**src/rtl/fpga_computer.sv**
```systemverilog
// SAP-1-class 8-bit computer: shared bus, 16x8 RAM, A/B/ALU, OUT, 6-state run controller
// and an external programming path used while GO is low.
module fpga_computer #(
    parameter int RAM_DEPTH = 16,
    parameter int T_STATES  = 6
) (
    input  logic       CLK,
    input  logic       RESET,
    input  logic [3:0] SEL,
    input  logic [7:0] PRGM_IN,
    input  logic       PRGM,
    input  logic       OE,
    input  logic       WE,
    input  logic       EN,
    input  logic       GO,
    input  logic       HLT,
    output logic [7:0] BUS_OUT,
    output logic [7:0] CURRENT
);

    localparam logic [2:0] T1 = 3'd0;
    localparam logic [2:0] T2 = 3'd1;
    localparam logic [2:0] T3 = 3'd2;
    localparam logic [2:0] T4 = 3'd3;
    localparam logic [2:0] T5 = 3'd4;
    localparam logic [2:0] T6 = 3'(T_STATES - 1);

    localparam logic [3:0] OP_LDA = 4'h0;
    localparam logic [3:0] OP_ADD = 4'h1;
    localparam logic [3:0] OP_SUB = 4'h2;
    localparam logic [3:0] OP_OUT = 4'hE;
    localparam logic [3:0] OP_HLT = 4'hF;

    logic [3:0] pc_q, pc_d, mar_q, mar_d;
    logic [7:0] ir_q, ir_d, a_q, a_d, b_q, b_d, out_q, out_d, pdr_q, pdr_d;
    logic       c_q, c_d, z_q, z_d, halted_q, halted_d;
    logic [2:0] t_q, t_d;

    logic [7:0] ram_q [RAM_DEPTH];
    logic       ram_we_s;
    logic [7:0] ram_wdata_s;
    logic [7:0] ram_rd_s;

    logic [3:0] opcode_s;
    logic       is_sub_s, is_arith_s, is_mem_op_s, freeze_s;
    logic [8:0] alu_sum_s;
    logic [7:0] alu_res_s, current_s, bus_s;

    assign ram_rd_s    = ram_q[mar_q];
    assign opcode_s    = ir_q[7:4];
    assign is_sub_s    = (opcode_s == OP_SUB);
    assign is_arith_s  = (opcode_s == OP_ADD) || is_sub_s;
    assign is_mem_op_s = (opcode_s == OP_LDA) || is_arith_s;
    assign freeze_s    = halted_q || HLT;

    // Subtract is A + ~B + 1, so the carry out reads as "no borrow".
    assign alu_sum_s = {1'b0, a_q} + {1'b0, (is_sub_s ? ~b_q : b_q)} + {8'h00, is_sub_s};
    assign alu_res_s = alu_sum_s[7:0];

    // Debug register view selected by SEL.
    always_comb begin
        current_s = 8'h00;
        case (SEL)
            4'h0:    current_s = {4'h0, pc_q};
            4'h1:    current_s = a_q;
            4'h2:    current_s = b_q;
            4'h3:    current_s = alu_res_s;
            4'h4:    current_s = {4'h0, mar_q};
            4'h5:    current_s = ram_rd_s;
            4'h6:    current_s = ir_q;
            4'h7:    current_s = out_q;
            4'h8:    current_s = {halted_q, c_q, z_q, 2'b00, t_q};
            default: current_s = 8'h00;
        endcase
    end

    // Bus source: programmer path in manual mode, active transfer in run mode.
    always_comb begin
        bus_s = 8'h00;
        if (!GO) begin
            if (PRGM) begin
                bus_s = PRGM_IN;
            end else if (OE) begin
                bus_s = pdr_q;
            end else begin
                bus_s = current_s;
            end
        end else begin
            case (t_q)
                T1:      bus_s = {4'h0, pc_q};
                T2:      bus_s = ram_rd_s;
                T3:      bus_s = is_mem_op_s ? {4'h0, ir_q[3:0]} : ((opcode_s == OP_OUT) ? a_q : 8'h00);
                T4:      bus_s = is_mem_op_s ? ram_rd_s : 8'h00;
                T5:      bus_s = is_arith_s ? alu_res_s : 8'h00;
                default: bus_s = 8'h00;
            endcase
        end
    end

    assign BUS_OUT = RESET ? 8'h00 : bus_s;
    assign CURRENT = RESET ? 8'h00 : current_s;

    // Next-state for every register and the RAM write port.
    always_comb begin
        pc_d = pc_q;  mar_d = mar_q;  ir_d = ir_q;  a_d = a_q;  b_d = b_q;
        out_d = out_q;  pdr_d = pdr_q;  c_d = c_q;  z_d = z_q;
        halted_d = halted_q;  t_d = t_q;
        ram_we_s = 1'b0;  ram_wdata_s = 8'h00;
        if (!freeze_s) begin
            if (PRGM) begin
                pdr_d = PRGM_IN;
            end else begin
                pdr_d = pdr_q;
            end
            if (!GO) begin
                t_d = T1;
                if (EN) begin
                    pc_d = pc_q + 4'd1;
                end else begin
                    pc_d = pc_q;
                end
                // WE writes through the current MAR; an explicit RAM load overrides it.
                if (WE) begin
                    ram_we_s    = 1'b1;
                    ram_wdata_s = pdr_q;
                end else begin
                    ram_we_s = 1'b0;
                end
                if (PRGM && OE) begin
                    case (SEL)
                        4'h0: pc_d  = bus_s[3:0];
                        4'h1: a_d   = bus_s;
                        4'h2: b_d   = bus_s;
                        4'h4: mar_d = bus_s[3:0];
                        4'h5: begin
                            ram_we_s    = 1'b1;
                            ram_wdata_s = bus_s;
                        end
                        4'h6: ir_d  = bus_s;
                        4'h7: out_d = bus_s;
                        default: ;
                    endcase
                end else begin
                    a_d = a_q;
                end
            end else begin
                t_d = (t_q >= T6) ? T1 : t_q + 3'd1;
                case (t_q)
                    T1: mar_d = pc_q;
                    T2: begin
                        ir_d = ram_rd_s;
                        pc_d = pc_q + 4'd1;
                    end
                    T3: begin
                        if (is_mem_op_s) begin
                            mar_d = ir_q[3:0];
                        end else if (opcode_s == OP_OUT) begin
                            out_d = a_q;
                        end else if (opcode_s == OP_HLT) begin
                            halted_d = 1'b1;
                        end else begin
                            halted_d = halted_q;
                        end
                    end
                    T4: begin
                        if (opcode_s == OP_LDA) begin
                            a_d = ram_rd_s;
                        end else if (is_arith_s) begin
                            b_d = ram_rd_s;
                        end else begin
                            b_d = b_q;
                        end
                    end
                    T5: begin
                        if (is_arith_s) begin
                            a_d = alu_res_s;
                            c_d = alu_sum_s[8];
                            z_d = (alu_res_s == 8'h00);
                        end else begin
                            a_d = a_q;
                        end
                    end
                    default: ;
                endcase
            end
        end else begin
            t_d = t_q;
        end
    end

    // Architectural registers; RAM is deliberately outside the reset domain.
    always_ff @(posedge CLK or posedge RESET) begin
        if (RESET) begin
            pc_q <= 4'h0;  mar_q <= 4'h0;  ir_q <= 8'h00;  a_q <= 8'h00;
            b_q <= 8'h00;  out_q <= 8'h00;  pdr_q <= 8'h00;  c_q <= 1'b0;
            z_q <= 1'b0;  halted_q <= 1'b0;  t_q <= T1;
        end else begin
            pc_q <= pc_d;  mar_q <= mar_d;  ir_q <= ir_d;  a_q <= a_d;
            b_q <= b_d;  out_q <= out_d;  pdr_q <= pdr_d;  c_q <= c_d;
            z_q <= z_d;  halted_q <= halted_d;  t_q <= t_d;
        end
    end

    // RAM write port.
    always_ff @(posedge CLK) begin
        if (ram_we_s && !RESET) begin
            ram_q[mar_q] <= ram_wdata_s;
        end
    end

endmodule

```
**config.mk**
```make
export PLATFORM = sky130hd
export DESIGN_NAME = fpga_computer
export DESIGN_NICKNAME = d
export VERILOG_FILES = /design/src/rtl/fpga_computer.sv
export SDC_FILE = /design/constraint.sdc
export NUM_CORES = 1
export LEC_CHECK = 0
export CORE_MARGIN = 10
export CORE_UTILIZATION = 45
export DETAILED_ROUTE_END_ITERATION = 8
export GPL_ROUTABILITY_DRIVEN = 1
export PLACE_DENSITY = 0.69
export SLEW_MARGIN = 0
export SYNTH_ARGS = -nofsm -noshare
export SYNTH_HDL_FRONTEND = slang
export SYNTH_SLANG_ARGS = --single-unit
export TNS_END_PERCENT = 5
```
**constraint.sdc**
```tcl
create_clock -name CLK -period 4.6 [get_ports CLK]
set_input_delay 1.15 -clock CLK [delete_from_list [all_inputs] [get_ports CLK]]
set_output_delay 1.15 -clock CLK [all_outputs]
set_load 0.05 [all_outputs]
```
==> flow_metrics.tcl <==
set metrics [dict create \
    overflow 0 \
    rsz0062_at_grt "true" \
    max-slew-margin-rel_pct 43.1 \
    hold_buffers 0 \
    dpl.hpwl_mm 19.9 \
    yosys.area.top_type_share_pct 40.0 \
    vias 7444 \
    yosysUniqueCellTypes 82 \
    leakagePower_nw 4.44 \
    core_area_sq_um 21000 \
    routedWlPerCell_um 23.5 \
    grt_pass1_wl_mm 43.2 \
    syn_to_final_growth_pct 22.8 \
    dp_worst_setup_slack_ps 33.9 \
    final_nets 951 \
    reg2reg_slack_ps 920 \
    critPathMaxFanout 6 \
    timing.final.crit_share_pct 104 \
    syn-num-nets 841 \
    crit_type "reg2out" \
    grt_max_degree 33 \
    tightest_slew_ps 829 \
    die_h_um 166 \
    vdd_ir_drop_max_mv 0.297 \
    synth_flop_cell "edfxtp_1" \
    detail-route-antenna-nets 0 \
    reg2reg_from "ir_q[4]$_DFFE_PP0P_" \
    reg2reg_depth 14 \
    syn_avg_cell_area_sq_um 11.9 \
    antenna_cells 0 \
    dr.pass1.iters 7 \
    yosysWarnings 0 \
    cp.required_ps 3450 \
    cts_root_buffer "clkbuf_16" \
    die-area_sq_um 27600 \
    gp_congestion 0.950 \
    grt_pass1_vias 7166 \
    clock_latency_ps 440 \
    clk_pin_slew_ps 80 \
    clock.fmax_ghz 0.209 \
    wirelength_mm 28.3 \
    cts_buffer_depth 2 \
    maxCapViolCount 0 \
    violations "setup timing" \
    multi_input_area_sq_um 4370 \
    place_area_sq_um 10800 \
    antenna_found_initial 0 \
    setup_viol 10 \
    finalMaxSlewViolations 0 \
    fin_util_pct 56.2 \
    period_needed_ps 4790 \
    cp_data_arrival_time_ps 3640 \
    synth_area_leaders "edfxtp_1, dfrtp_1, mux4_2, nor2_1, nand2_1" \
    synth.largest_area_cell "edfxtp_1" \
    skew_ps 13.1 \
    mappedNetlistArea_sq_um 9620 \
    route.detailed.drc 0 \
    p_per_area_nw_per_um2 657 \
    grt_util_all_layers_pct 19.9 \
    row_count 53 \
    startpoint_type "flip-flop" \
    crit_path_end_kind "output port" \
    finalWorstSetupSlack_ps -192 \
    stdcell_area_sq_um 11800 \
    portBuffers 35 \
    timing.rr.end "ram_q[0][6]$_DFFE_PP_" \
    async_reset_ff_share_pct 29.7 \
    hold_viol 0 \
    cts_buffers 17 \
    ys_seq_elements 182 \
    min_path_type "reg2reg" \
    hold-path-endpoint "z_q$_DFFE_PP0P_" \
    synth_cells 806 \
    cp-startpoint "ir_q[4]$_DFFE_PP0P_" \
    hp-start "z_q$_DFFE_PP0P_" \
    seqCellArea_sq_um 5200 \
    start_util_pct 45.7 \
    outcome "finished with violations" \
    nFillCells 1688 \
    die_w_um 166 \
    viasPerCell 6.18 \
    clock_sinks 182 \
    yosysSeqAreaShare_pct 54.0 \
    tritoncts "built" \
    design.portCount 36 \
    synth_edf_count 128 \
    cts_htree_levels 4 \
    drtIter0Drc 1112 \
    holdPathStages 2 \
    drive_above_1_share_pct 28.5 \
]
layout by cell type, fill, tap and decap left out, types with 9 or more instances in the layout:
master / synthesis / routed
edfxtp_1: 128 / 128
buf_4: 6 / 99
nor2_1: 85 / 83
nand2_1: 73 / 71
dfrtp_1: 54 / 53
a21oi_1: 44 / 37
a31oi_1: 37 / 37
o21ai_0: 37 / 35
mux4_2: 30 / 30
mux2i_1: 25 / 25
nand3_1: 23 / 23
mux2_2: 22 / 22
clkdlybuf4s50_1: 0 / 19
clkbuf_16: 0 / 17
nor3_1: 14 / 14
nand2b_1: 12 / 12
buf_12: 0 / 11
a22oi_1: 11 / 9
and3_1: 9 / 9
inv_1: 10 / 9
cells in the mapped netlist (all sizes together), types with 9 or more instances:
master and instances:
edfxtp 128, xnor2 12, a31oi 37, inv 10, ha 14, dfrtp 54, nand2b 12, a22oi 12
and3 9, nand3 23, nand2 73, mux4 30, a21oi 45, buf 21, mux2 22, nor2 85
mux2i 25, clkbuf 22, o21ai 38, nor3 15
flip-flops by register name, summed over array words and instances (netlist names):
| signal | cells |
|---|---|
| a_q | 8 |
| b_q | 8 |
| c_q | 1 |
| halted_q | 1 |
| ir_q | 8 |
| mar_q | 4 |
| out_q | 8 |
| pc_q | 4 |
| pdr_q | 8 |
| ram_q | 128 |
| t_q | 3 |
| z_q | 1 |
through the flow:
step,hold slack [ps],power (mW),instances,TNS (ps)
2_1_floorplan,439,4.40,806,-412
3_3_place_gp,464,5.62,1164,0
3_5_place_dp,468,5.64,1164,0
4_1_cts,484,7.28,1197,-1000
5_1_grt,520,8.12,1204,-2490
6_report,502,7.76,1204,-1270
where the power goes:
part | internal, mW | leakage (nW) | switching, mW
logic | 1.77 | 2.29 | 2.18
clock network | 0.746 | 0.300 | 0.744
registers | 1.99 | 1.84 | 0.341
layer usage:
layer | global-route usage (%) | vias up | routed length (um)
met2 | 29.8 | 434 | 12700
met1 | 27.6 | 3620 | 11800
met5 | 0 | - | 0
li1 | - | 3324 | -
met4 | 7.09 | 0 | 874
met3 | 4.52 | 66 | 2880
critical path: stages, from the launching register on:
cell	delay [ps]
dfrtp_1	380
or4b_4	670
xnor2_4	210
fa_2	360
a21o_1	200
a21oi_4	180
o21ai_2	90
xnor2_1	130
buf_4	160
o211ai_1	340
a21boi_2	120
a21oi_2	180
buf_6	180
worst max-delay path by stage:
stage	to	cells past startpoint	slack, ps
floorplan	BUS_OUT[5]	12	-120
global placement	BUS_OUT[2]	11	60
detailed placement	BUS_OUT[4]	10	30
CTS	BUS_OUT[6]	12	-170
global route	BUS_OUT[5]	13	-340
finish	BUS_OUT[6]	12	-190
layout make-up:
class,instances,share of cell area [%]
Timing Repair Buffer,137,10.5
Inverter,12,0.381
Clock buffer,17,3.60
Clock inverter,15,1.61
Sequential cell,182,44.0
Tap cell,275,2.91
Multi-Input combinational cell,566,37.0
cell families after synthesis:
group	count (synthesis)	share of synthesized area (%)
buf+inv	58	3.60
xor+xnor	16	1.46
simple gates	259	12.8
mux	77	12.2
compound gates	199	13.8
flops	182	54.0
fa+ha+maj	15	2.03
timing repair:
action / in CTS / in global routing
endpoints found under the setup margin: 9 / 13
buffers inserted: 1 / 7
pin swaps: 8 / 20
resized for setup: 20 / 37
Power figures use the tool's default switching activity.
